**src/rtl/axi4_types.sv**
```systemverilog
// Shared AXI4 burst encodings, generator state type and burst byte-count helper.
package axi4_types;

    typedef enum logic [2:0] {
        SIZE_1B   = 3'd0,
        SIZE_2B   = 3'd1,
        SIZE_4B   = 3'd2,
        SIZE_8B   = 3'd3,
        SIZE_16B  = 3'd4,
        SIZE_32B  = 3'd5,
        SIZE_64B  = 3'd6,
        SIZE_128B = 3'd7
    } burst_size_t;

    typedef enum logic [1:0] {
        BURST_FIXED = 2'd0,
        BURST_INCR  = 2'd1,
        BURST_WRAP  = 2'd2,
        BURST_RSVD  = 2'd3
    } burst_type_t;

    typedef logic [7:0] burst_len_t;

    typedef enum logic {
        GEN_IDLE  = 1'b0,
        GEN_BURST = 1'b1
    } gen_state_t;

    localparam int unsigned AXI4_BOUNDARY_BYTES = 4096;

    function automatic logic [7:0] burst_bytes(input burst_size_t size);
        return 8'd1 << size;
    endfunction

endpackage

```
**src/rtl/axi4_burst_check.sv**
```systemverilog
// Combinational AXI4 burst legality checker; only the low 12 address bits matter.
module axi4_burst_check
    import axi4_types::*;
#(
    parameter int DATA_WIDTH = 64
) (
    input  logic [11:0]  i_addr_lo,
    input  burst_len_t   i_len,
    input  burst_size_t  i_size,
    input  burst_type_t  i_burst,
    output logic         o_err
);

    localparam int DB = DATA_WIDTH / 8;

    logic [7:0]  w_b;
    logic [16:0] w_total;
    logic [11:0] w_off;
    logic        w_cross;
    logic        w_unal;
    logic        w_wrap_len_ok;
    logic        w_too_big;

    assign w_b           = burst_bytes(i_size);
    assign w_total       = 17'(w_b) * (17'(i_len) + 17'd1);
    assign w_off         = i_addr_lo & ~12'(w_b - 8'd1);
    // The burst spans [aligned start, aligned start + total) within its 4 KB page
    assign w_cross       = (18'(w_off) + 18'(w_total)) > 18'(AXI4_BOUNDARY_BYTES);
    assign w_unal        = (i_addr_lo & 12'(w_b - 8'd1)) != 12'd0;
    assign w_wrap_len_ok = (i_len == 8'd1) || (i_len == 8'd3) || (i_len == 8'd7) || (i_len == 8'd15);
    assign w_too_big     = int'(w_b) > DB;

    always_comb begin
        o_err = w_too_big;
        case (i_burst)
            BURST_WRAP:  if (!w_wrap_len_ok || w_unal) o_err = 1'b1;
            BURST_FIXED: if (i_len > 8'd15)            o_err = 1'b1;
            BURST_INCR:  if (w_cross)                  o_err = 1'b1;
            default:     ;
        endcase
    end

endmodule

```
**src/rtl/axi4_burst_addr_gen.sv**
```systemverilog
// Expands one AXI4 burst descriptor into per-beat address/strobe/last.
// Define AXI4_BURST_CHECK_EN to flag illegal bursts on beat_err.
module axi4_burst_addr_gen
    import axi4_types::*;
#(
    parameter int ADDR_WIDTH = 32,
    parameter int DATA_WIDTH = 64
) (
    input  logic                    aclk,
    input  logic                    aresetn,
    input  logic                    req_valid,
    output logic                    req_ready,
    input  logic [ADDR_WIDTH-1:0]   req_addr,
    input  burst_len_t              req_len,
    input  burst_size_t             req_size,
    input  burst_type_t             req_burst,
    output logic                    beat_valid,
    input  logic                    beat_ready,
    output logic [ADDR_WIDTH-1:0]   beat_addr,
    output logic [DATA_WIDTH/8-1:0] beat_strb,
    output burst_len_t              beat_idx,
    output logic                    beat_last,
    output logic                    beat_err
);

    localparam int DB = DATA_WIDTH / 8;

    function automatic logic [DB-1:0] f_strb(input logic [ADDR_WIDTH-1:0] addr,
                                             input burst_size_t size);
        logic [DB-1:0]         m;
        logic [ADDR_WIDTH-1:0] b;
        logic [ADDR_WIDTH-1:0] lo;
        logic [ADDR_WIDTH-1:0] hi;
        b  = ADDR_WIDTH'(burst_bytes(size));
        lo = addr & ADDR_WIDTH'(DB - 1);
        hi = (addr & ~(b - ADDR_WIDTH'(1)) & ADDR_WIDTH'(DB - 1)) + b - ADDR_WIDTH'(1);
        for (int i = 0; i < DB; i++) begin
            m[i] = (ADDR_WIDTH'(i) >= lo) && (ADDR_WIDTH'(i) <= hi);
        end
        return m;
    endfunction

    gen_state_t            r_state;
    gen_state_t            w_state_nxt;

    logic [ADDR_WIDTH-1:0] r_addr;
    logic [ADDR_WIDTH-1:0] r_wrap_lo;
    logic [ADDR_WIDTH-1:0] r_wrap_hi;
    burst_len_t            r_len;
    burst_len_t            r_idx;
    burst_size_t           r_size;
    burst_type_t           r_burst;
    logic [DB-1:0]         r_strb;
    logic                  r_last;

    logic                  w_req_hs;
    logic                  w_beat_hs;
    logic [ADDR_WIDTH-1:0] w_req_b;
    logic [ADDR_WIDTH-1:0] w_req_wbytes;
    logic [ADDR_WIDTH-1:0] w_req_lower;
    logic [ADDR_WIDTH-1:0] w_b;
    logic [ADDR_WIDTH-1:0] w_inc_addr;
    logic [ADDR_WIDTH-1:0] w_next_addr;

    assign w_req_hs  = req_valid && req_ready;
    assign w_beat_hs = beat_valid && beat_ready;

    always_ff @(posedge aclk or negedge aresetn) begin
        if (!aresetn) r_state <= GEN_IDLE;
        else          r_state <= w_state_nxt;
    end

    always_comb begin
        w_state_nxt = r_state;
        case (r_state)
            GEN_IDLE:  if (req_valid)           w_state_nxt = GEN_BURST;
            GEN_BURST: if (beat_ready && r_last) w_state_nxt = GEN_IDLE;
            default:   w_state_nxt = GEN_IDLE;
        endcase
    end

    always_comb begin
        req_ready  = 1'b0;
        beat_valid = 1'b0;
        case (r_state)
            GEN_IDLE:  req_ready  = 1'b1;
            GEN_BURST: beat_valid = 1'b1;
            default:   ;
        endcase
    end

    // Wrap window [lower, lower+W) is fixed for the whole burst, so capture it once
    assign w_req_b      = ADDR_WIDTH'(burst_bytes(req_size));
    assign w_req_wbytes = w_req_b * (ADDR_WIDTH'(req_len) + ADDR_WIDTH'(1));
    assign w_req_lower  = req_addr & ~(w_req_wbytes - ADDR_WIDTH'(1));

    assign w_b        = ADDR_WIDTH'(burst_bytes(r_size));
    assign w_inc_addr = (r_addr & ~(w_b - ADDR_WIDTH'(1))) + w_b;

    always_comb begin
        w_next_addr = w_inc_addr;
        case (r_burst)
            BURST_FIXED: w_next_addr = r_addr;
            BURST_WRAP:  if (w_inc_addr == r_wrap_hi) w_next_addr = r_wrap_lo;
            default:     ;
        endcase
    end

    // Beat registers freeze on the last beat so IDLE shows the final beat's values
    always_ff @(posedge aclk or negedge aresetn) begin
        if (!aresetn) begin
            r_addr    <= '0;
            r_wrap_lo <= '0;
            r_wrap_hi <= '0;
            r_len     <= '0;
            r_idx     <= '0;
            r_size    <= SIZE_1B;
            r_burst   <= BURST_FIXED;
            r_strb    <= '0;
            r_last    <= 1'b0;
        end else if (w_req_hs) begin
            r_addr    <= req_addr;
            r_wrap_lo <= w_req_lower;
            r_wrap_hi <= w_req_lower + w_req_wbytes;
            r_len     <= req_len;
            r_idx     <= '0;
            r_size    <= req_size;
            r_burst   <= req_burst;
            r_strb    <= f_strb(req_addr, req_size);
            r_last    <= (req_len == 8'd0);
        end else if (w_beat_hs && !r_last) begin
            r_addr    <= w_next_addr;
            r_idx     <= r_idx + 8'd1;
            r_strb    <= f_strb(w_next_addr, r_size);
            r_last    <= ((r_idx + 8'd1) == r_len);
        end
    end

    assign beat_addr = r_addr;
    assign beat_strb = r_strb;
    assign beat_idx  = r_idx;
    assign beat_last = r_last;

`ifdef AXI4_BURST_CHECK_EN
    logic w_chk_err;
    logic r_err;

    axi4_burst_check #(
        .DATA_WIDTH (DATA_WIDTH)
    ) u_check (
        .i_addr_lo (req_addr[11:0]),
        .i_len     (req_len),
        .i_size    (req_size),
        .i_burst   (req_burst),
        .o_err     (w_chk_err)
    );

    always_ff @(posedge aclk or negedge aresetn) begin
        if (!aresetn)      r_err <= 1'b0;
        else if (w_req_hs) r_err <= w_chk_err;
    end

    assign beat_err = r_err;
`else
    assign beat_err = 1'b0;
`endif

endmodule

```
**config.mk**
```make
export PLATFORM = sky130hd
export DESIGN_NAME = axi4_burst_addr_gen
export DESIGN_NICKNAME = d
export VERILOG_FILES = /design/src/rtl/axi4_types.sv /design/src/rtl/axi4_burst_check.sv /design/src/rtl/axi4_burst_addr_gen.sv
export SDC_FILE = /design/constraint.sdc
export NUM_CORES = 1
export LEC_CHECK = 0
export ABC_AREA = 1
export CORE_ASPECT_RATIO = 1.5
export CORE_UTILIZATION = 30
export DETAILED_ROUTE_END_ITERATION = 8
export SLEW_MARGIN = 20
export SYNTH_ARGS = -nofsm -noshare
export SYNTH_HDL_FRONTEND = slang
export SYNTH_SLANG_ARGS = --single-unit
```
**constraint.sdc**
```tcl
create_clock -name aclk -period 16.96 [get_ports aclk]
set_clock_uncertainty 0.1 [all_clocks]
set_input_delay 5.088 -clock aclk [delete_from_list [all_inputs] [get_ports aclk]]
set_output_delay 5.088 -clock aclk [all_outputs]
set_load 0.005 [all_outputs]
```
==> impl_metrics.toml <==
[clocking]
numCtsBuffers = 17
postCtsSetupBuffers = 0
clock_path_buffers = 2
cts_max_level = 4
insertion_delay_ns = 0.44
cts_resized = 0
holdBufCountCts = 0
path_clk_slew_ns = 0.06
root_buffer = "clkbuf_16"
cts.sinks = 127
cts_tree = "yes"

[timing]
rsz0062_at_grt = "false"
report.final.setup_viol = 0
worst_pin_slew_ns = 0.982
finalHoldViolCount = 0
clock.fmax_ghz = 0.0764
period_needed_ns = 13.09
drv_slew = 0
fin_tns_setup_ns = 0
max-slew-margin-rel_pct = 34.4
finalCritPeriodShare_pct = 77.2

[placement]
place_area_um2 = 14900
gp_congestion = 0.975
dp_hpwl_um = 38500
port_buffers = 99

[route]
routed_wl_um = 48200
ant_nets = 0
firstDrtPassIters = 7
vias = 14000
drt_iter0_drc = 1135
post_drt_wl_per_cell_um = 17.4
vias_per_cell = 5.08
route.detailed.drc = 0

[logic_synthesis]
synth-compound-area-share_pct = 14.1
syn-cell-area_um2 = 13400
ys_ff_latch = 127
synth_largest_area_cell = "dfrtp_1"
synth_xor_area_share_pct = 3.58
synth_top_family_by_area = "simple AND/OR/NAND/NOR gates"
synthesis.nets = 2244
async_flop_share_pct = 100
syn_avg_cell_area_um2 = 6.38
ys_warn_count = 0
syn_inst = 2094
synth_simple_gate_area_share_pct = 35.6
synth_area_leaders = "dfrtp_1 (24%), nand2_1 (16%), inv_1 (9.1%), fa_1 (6.6%), nor2_1 (6.2%)"
synth_edf_count = 0
synthAdderAreaFrac_pct = 11.9
ys.flop_type = "dfrtp_1"
ys_seq_area_share_pct = 23.8
synth_cell_type_count = 59
synth_top_area_share_pct = 23.8
synthMuxAreaShare_pct = 0

[global_routing]
grt_usage_pct = 21.6
grt_first_pass_wirelength_um = 76300
grt_pass1_vias = 14000
gr-total-overflow = 0
antenna_found_initial = 0
grt_start_max_net_pins = 88

[job]
drv_cap = 0

[layout]
n_fill_cell = 4695
seqCellArea_um2 = 3180
drive_above_1_share_pct = 5.08
finalInstanceArea_um2 = 15500
multiInputGateArea_um2 = 8730
diodes = 0
final_nets = 2324
synthToLayoutAreaGrowth_pct = 16.4

[power]
powerDensity_nw_per_um2 = 146
p_leak_nw = 7.76
vdd_drop_max_v = 0.0000745

[critical_path]
slowest_delay_ns = 0.67
slowest_stage = "clkdlybuf4s50_1"
cp_top_family = "simple AND/OR/NAND/NOR gates"
worst-path-max-fanout = 15
crit_buf_inv = 7
start_kind = "primary input"
crit_type = "in2reg"
required_ns = 17.23
arrival_ns = 13.36
critPathMostFrequentCell = "nand2_1"
endpoint_kind = "register"

[min_path]
holdCritPathClass = "reg2reg"

[floorplanning]
start_util_pct = 30.4
die_w_um = 174
fp.dieH_um = 260
ioPinCount = 101
num_rows = 94
die_area_um2 = 45400
core_area_um2 = 43900

[outcome]
outcome = "finished clean"
-- power breakdown --
| part | switching [mW] | leakage, nW | internal [mW] |
|---|---|---|---|
| Sequential | 0.164 | 1.57 | 0.443 |
| Combinational | 0.793 | 5.89 | 0.471 |
| Clock | 0.156 | 0.303 | 0.244 |
-- layout by cell type (no fill, tap or decap), types with 13 or more instances in the layout --
master,instances
a21oi_1,96
clkbuf_16,17
clkdlybuf4s50_1,98
dfrtp_1,127
fa_1,44
ha_1,57
inv_1,323
nand2_1,573
nand2_2,20
nand3_1,156
nand3b_1,15
nand4_1,40
nor2_1,220
nor3_1,34
o211ai_1,16
o21ai_0,119
o21ai_1,43
o22ai_1,13
xor2_1,41
-- through the flow --
stage / setup WS (ns) / total power, mW / utilization (%) / hold WS (ns) / std cells
after floorplan: 5.97 / 1.41 / - / 0.344 / 2094
after global placement: 3.50 / 1.84 / 34.0 / 0.364 / 2731
after detailed placement: 3.46 / 1.86 / 34.0 / 0.367 / 2731
after CTS: 3.93 / 2.27 / 35.4 / 0.383 / 2763
after global routing: 3.18 / 2.47 / 35.4 / 0.411 / 2763
final: 3.87 / 2.27 / 35.4 / 0.385 / 2763
-- worst min-delay path, delay by kind of cell, from the launching register on --
| kind | cells | cell delay (ns) |
|---|---|---|
| flops | 1 | 0.34 |
| simple gates | 2 | 0.11 |
-- layout make-up --
cell class / instances / share of cell area, %
clock buffers: 20 / 3.00
clock inverters: 12 / 0.998
inverters: 333 / 8.05
multi-input cells: 1589 / 56.1
flip-flops and latches: 127 / 20.4
well taps: 576 / 4.64
repair buffers: 106 / 6.72
-- cells by family after synthesis --
kind of cell,count (synthesis)
other,1
AND/OR/NAND/NOR,1099
buffers and inverters,378
flip-flops,127
AO/OA/AOI/OAI,335
XOR/XNOR,53
adder cells (fa/ha/maj),101
-- registers in the layout, indices dropped and copies added (netlist names) --
| name | cells |
|---|---|
| beat_addr | 32 |
| r_wrap_hi | 32 |
| r_wrap_lo | 32 |
| beat_idx | 8 |
| beat_strb | 8 |
| r_len | 8 |
| r_size | 3 |
| r_burst | 2 |
| beat_last | 1 |
| r_state | 1 |
-- per-layer routing --
| layer | GRT usage [%] | wire (um) | vias up |
|---|---|---|---|
| li1 | - | - | 6914 |
| met1 | 24.8 | 19400 | 6587 |
| met2 | 38.6 | 24200 | 423 |
| met3 | 2.83 | 2230 | 115 |
| met4 | 11.7 | 2410 | 0 |
| met5 | 0 | 0 | - |
-- cell usage after synthesis, types with 15 or more instances --
| master | n |
|---|---|
| a21oi_1 | 96 |
| clkbuf_1 | 31 |
| dfrtp_1 | 127 |
| fa_1 | 44 |
| ha_1 | 57 |
| inv_1 | 324 |
| nand2_1 | 573 |
| nand2_2 | 20 |
| nand3_1 | 156 |
| nand3b_1 | 15 |
| nand4_1 | 40 |
| nor2_1 | 221 |
| nor3_1 | 34 |
| o211ai_1 | 16 |
| o21ai_0 | 119 |
| o21ai_1 | 44 |
| xor2_1 | 41 |
-- worst paths after layout --
kind,from,to,slack (ns),cells after the start
worst max-delay path,req_len[0],r_wrap_hi[23],3.87,39
worst min-delay path,r_wrap_lo[18],r_wrap_lo[18],0.38,2
worst max register to register,r_size[0],beat_strb[2],9.42,39
worst min register to register,r_wrap_lo[18],r_wrap_lo[18],0.38,2
max in group asynchronous,aresetn,beat_strb[5],11.05,2
min in group asynchronous,aresetn,beat_addr[23],4.56,1
Note: power is estimated with default switching activity, not from simulation.
==> RTL change 1 (same flow settings) <==
Change the parameter `DATA_WIDTH` from 64 to 128.
--- a/src/rtl/axi4_burst_addr_gen.sv
+++ b/src/rtl/axi4_burst_addr_gen.sv
@@ -5,5 +5,5 @@
 #(
     parameter int ADDR_WIDTH = 32,
-    parameter int DATA_WIDTH = 64
+    parameter int DATA_WIDTH = 128
 ) (
     input  logic                    aclk,
Interface: changed (resized beat_strb); port bits go from 101 to 109. No check against the original RTL was run, so the function may have changed too.
==> RTL change 1 against the original RTL <==
  * Combinational power rose by 9%
  * Clock power fell by 6.8%
  * Sequential cell count grew 8
  * Final area increased by 4.0%
  * Worst setup slack better by 0.36 ns
  * Wire length rose by 1.1%
  * Hold slack is essentially flat
  * Area after synthesis rose by 5.0%
  * Total power rose by 5.1%
  * Critical path type unchanged
  * Critical endpoint is now r_wrap_hi[22]$_DFFE_PN0P_
==> RTL change 1: results <==
metrics = {
    "run_status": {
        "status": "finished, final reports clean",
    },
    "place": {
        "gp_congestion": 0.914,
        "portBuffers": 107,
        "hpwl_um": 38800,
        "dpl_cell_area_mm2": 0.0156,
        "pre_cts_ws_ns": 3.85,
    },
    "power": {
        "power.leakage_nw": 7.84,
        "ir_worst_vdd_uv": 79.8,
    },
    "clock_network": {
        "clk_path_buf_depth": 2,
        "cts_resized": 0,
    },
    "global_route": {
        "grt_start_max_net_pins": 120,
        "globalRouteTotalUtil": 0.211,
        "grt_pass1_wl_um": 77400,
    },
    "yosys": {
        "seq_area_frac_synth": 0.241,
        "synth_top_area_share": 0.241,
        "avgSynthCellArea_um2": 6.56,
        "synth_area_leaders": "dfrtp_1, nand2_1, inv_1",
        "synth_common_cells": "nand2_1, inv_1, nand3_1",
        "yosys_warnings": 0,
        "syn-num-nets": 2287,
    },
    "route": {
        "route.detailed.drc": 0,
        "wl_met1_um": 20900,
        "drtIter0Drc": 1192,
        "wl_met3_um": 1680,
        "wirelength_um": 48700,
        "via_count": 14400,
        "wl_met2_um": 24300,
        "drt_first_pass_iters": 5,
    },
    "critical_path": {
        "path_max_fanout": 20,
        "startpoint": "req_len[0]",
        "crit_arrival_ns": 12.94,
        "cp_slowest_stage_delay_ns": 0.78,
        "r2r-start": "r_size[2]$_DFFE_PN0P_",
    },
    "worst_hold_path": {
        "min-delay-start": "r_wrap_lo[25]$_DFFE_PN0P_",
    },
    "sta": {
        "relSlewSlack": 0.356,
    },
    "final_layout": {
        "nNetsFinal": 2360,
        "drive_gt1_frac": 0.0639,
        "fin_cells": 2809,
    },
}
-- RTL change 1: cell types whose count changed in the layout (fill, tap and decap cells not counted), sizes merged, moves of 11 or more --
cell,unedited run,this run
a21oi,104,55
inv,333,311
nand3,163,220
nand3b,15,4
o211ai,16,86
-- RTL change 1: cell type report --
type                       count  area [µm²]
fill                        4972       29700
sequential                   135        3380
clock inverter                12         130
multi-input combinational   1634        9210
inverter                     311        1170
clock buffer                  18         429
tap                          588         736
timing repair buffer         111        1110
-- RTL change 1: logic make-up after synthesis --
family	Yosys count	synth area share
compound gates	347	0.149
xor+xnor	47	0.0299
fa+ha+maj	101	0.114
buf+inv	368	0.104
flops	135	0.241
other cells	1	0.000268
simple gates	1138	0.362
-- RTL change 1: where the power goes --
part | internal, mW | switching [mW] | leakage [nW]
registers | 0.467 | 0.173 | 1.70
logic | 0.507 | 0.866 | 5.88
clock network | 0.214 | 0.159 | 0.260
-- RTL change 1: path summary, 6_finish.rpt --
kind | to | slack, ns | cells past startpoint
min in group asynchronous | beat_idx[5]$_DFFE_PN0P_ | 4.62 | 1
max | r_wrap_hi[22]$_DFFE_PN0P_ | 4.23 | 34
min reg2reg | r_wrap_lo[25]$_DFFE_PN0P_ | 0.38 | 2
max reg2reg | beat_strb[2]$_DFFE_PN0P_ | 8.70 | 37
min | r_wrap_lo[25]$_DFFE_PN0P_ | 0.38 | 2
max in group asynchronous | r_wrap_hi[19]$_DFFE_PN0P_ | 10.90 | 2
-- RTL change 1: metal layers --
layer,vias up,GRT usage
li1,7157,-
met1,6857,0.263
met2,321,0.364
met3,79,0.0195
met4,0,0.0918
met5,-,0
-- RTL change 1: critical path, delay by kind of cell --
| family | cells | cell delay (ns) |
|---|---|---|
| AND/OR/NAND/NOR | 16 | 2.68 |
| adder cells (fa/ha/maj) | 6 | 2.63 |
| buffers and inverters | 6 | 1.34 |
| AO/OA/AOI/OAI | 5 | 0.78 |
| XOR/XNOR | 1 | 0.36 |
==> RTL change 2 (config.mk and constraints unchanged) <==
Made on the original files. Add a define of `AXI4_BURST_CHECK_EN`.
--- a/src/rtl/axi4_burst_addr_gen.sv
+++ b/src/rtl/axi4_burst_addr_gen.sv
@@ -1,4 +1,6 @@
 // Expands one AXI4 burst descriptor into per-beat address/strobe/last.
 // Define AXI4_BURST_CHECK_EN to flag illegal bursts on beat_err.
+`define AXI4_BURST_CHECK_EN
+
 module axi4_burst_addr_gen
     import axi4_types::*;
Behaviour: not the same (a bounded check fails within 4 cycles, from zero or initial values and one cycle with aresetn low).
==> RTL change 2 against the original RTL <==
  * Hold slack is essentially flat
  * Critical path depth decreased by 5
  * Area after synthesis up 15%
  * Count of clock-buffer cells in the layout unchanged
  * Via count up 11%
  * Worst setup slack better by 0.35 ns
  * Global-route usage decreased by 0.83 points
  * Die area increased by 15%
  * Register-to-register slack about the same
  * Wire length up 11%
  * Final area grew 14%
  * Sequential cell count grew 1
  * Total power decreased by 2.2%
  * Critical path type unchanged
==> RTL change 2: results <==
metrics = {
    "yosys": {
        "synthAdderAreaFrac": 0.169,
        "synth_area_leaders": "dfrtp_1, nand2_1, fa_1",
        "ys.flop_type": "dfrtp_1",
        "yosysUniqueCellTypes": 63,
        "syn-num-nets": 2575,
        "seq_area_frac_synth": 0.208,
        "synthMuxAreaShare": 0,
        "synth_async_sr_flop_share": 1.00,
        "synth_common_cells": "nand2_1, inv_1, nor2_1",
        "synth_compound_area_frac": 0.132,
        "avgSynthCellArea_um2": 6.52,
        "synth_xor_area_frac": 0.0304,
    },
    "critical_path": {
        "critPathTopFamily": "simple AND/OR/NAND/NOR gates",
        "cp_slowest_stage_delay_ns": 0.75,
        "path_max_fanout": 17,
        "r2r-start": "r_size[2]$_DFFE_PN0P_",
    },
    "clock_network": {
        "cts_buffers": 17,
        "cts_setup_buffers": 0,
        "clk_transition_reported_paths_ns": 0.06,
        "cts_resized": 0,
    },
    "route": {
        "drt_first_pass_iters": 5,
        "detail_route.wl_per_cell_um": 17.1,
        "route.detailed.drc": 0,
        "drtIter0Drc": 1039,
        "via_count": 15600,
    },
    "power": {
        "power.leakage_nw": 8.85,
        "ir_worst_vdd_uv": 86.5,
        "p_int_mw": 1.14,
    },
    "place": {
        "gp_congestion": 0.921,
        "hpwl_um": 44100,
        "portBuffers": 100,
        "pre_cts_ws_ns": 3.84,
        "dpl_cell_area_mm2": 0.0171,
    },
    "final_layout": {
        "n_fill_cell": 5473,
        "fin_cells": 3120,
        "diodes": 0,
        "ff_latch_area_mm2": 0.00320,
        "drive_gt1_frac": 0.0632,
    },
    "global_route": {
        "grt.busiest_layer": "met2",
        "met3_usage": 0.0212,
        "grt_util_met2": 0.383,
        "antenna_found_initial": 1,
        "grt_pass1_wl_um": 85000,
        "globalRouteTotalUtil": 0.207,
        "grt_start_max_net_pins": 88,
        "gr-usage-met1": 0.237,
    },
    "sta": {
        "worst_pin_slew_ns": 1.11,
    },
    "run_status": {
        "status": "finished, final reports clean",
    },
    "worst_hold_path": {
        "hp-class": "reg2reg",
        "min-delay-start": "r_wrap_lo[26]$_DFFE_PN0P_",
    },
}
## RTL change 2: changes by cell type after synthesis, sizes merged, moves of 6 or more
cell	change
nand3	+20
fa	+32
nor3	-6
a21oi	-30
o211ai	+10
nor2	+27
o21ai	+27
inv	+60
ha	+29
nand2	+74
## RTL change 2: worst paths after layout
check | to | slack, ns | cells past startpoint
worst max-delay path | r_wrap_hi[25]$_DFFE_PN0P_ | 4.22 | 34
worst min-delay path | r_wrap_lo[26]$_DFFE_PN0P_ | 0.39 | 2
worst max register to register | beat_strb[2]$_DFFE_PN0P_ | 9.43 | 40
worst min register to register | r_wrap_lo[26]$_DFFE_PN0P_ | 0.39 | 2
max in group asynchronous | r_wrap_lo[21]$_DFFE_PN0P_ | 10.86 | 2
min in group asynchronous | beat_err$_DFFE_PN0P_ | 4.54 | 1
## RTL change 2: area by class of cell
type,count,share of cell area
flip-flops and latches,128,0.181
clock buffers,20,0.0264
repair buffers,106,0.0592
inverters,395,0.0839
clock inverters,12,0.00891
multi-input cells,1790,0.593
well taps,669,0.0473
## RTL change 2: routing by layer
| layer | vias to the layer above | part of all wire |
|---|---|---|
| met4 | 2 | 0.044 |
| met1 | 7413 | 0.41 |
| li1 | 7751 | - |
| met3 | 113 | 0.035 |
| met5 | - | 0.00023 |
| met2 | 364 | 0.51 |
## RTL change 2: power groups by stage
stage,clock network (mW),logic (mW),registers (mW)
2_1_floorplan,0,0.876,0.530
3_3_place_gp,0,1.21,0.592
3_5_place_dp,0,1.23,0.593
4_1_cts,0.403,1.24,0.589
5_1_grt,0.412,1.39,0.608
6_report,0.397,1.23,0.590
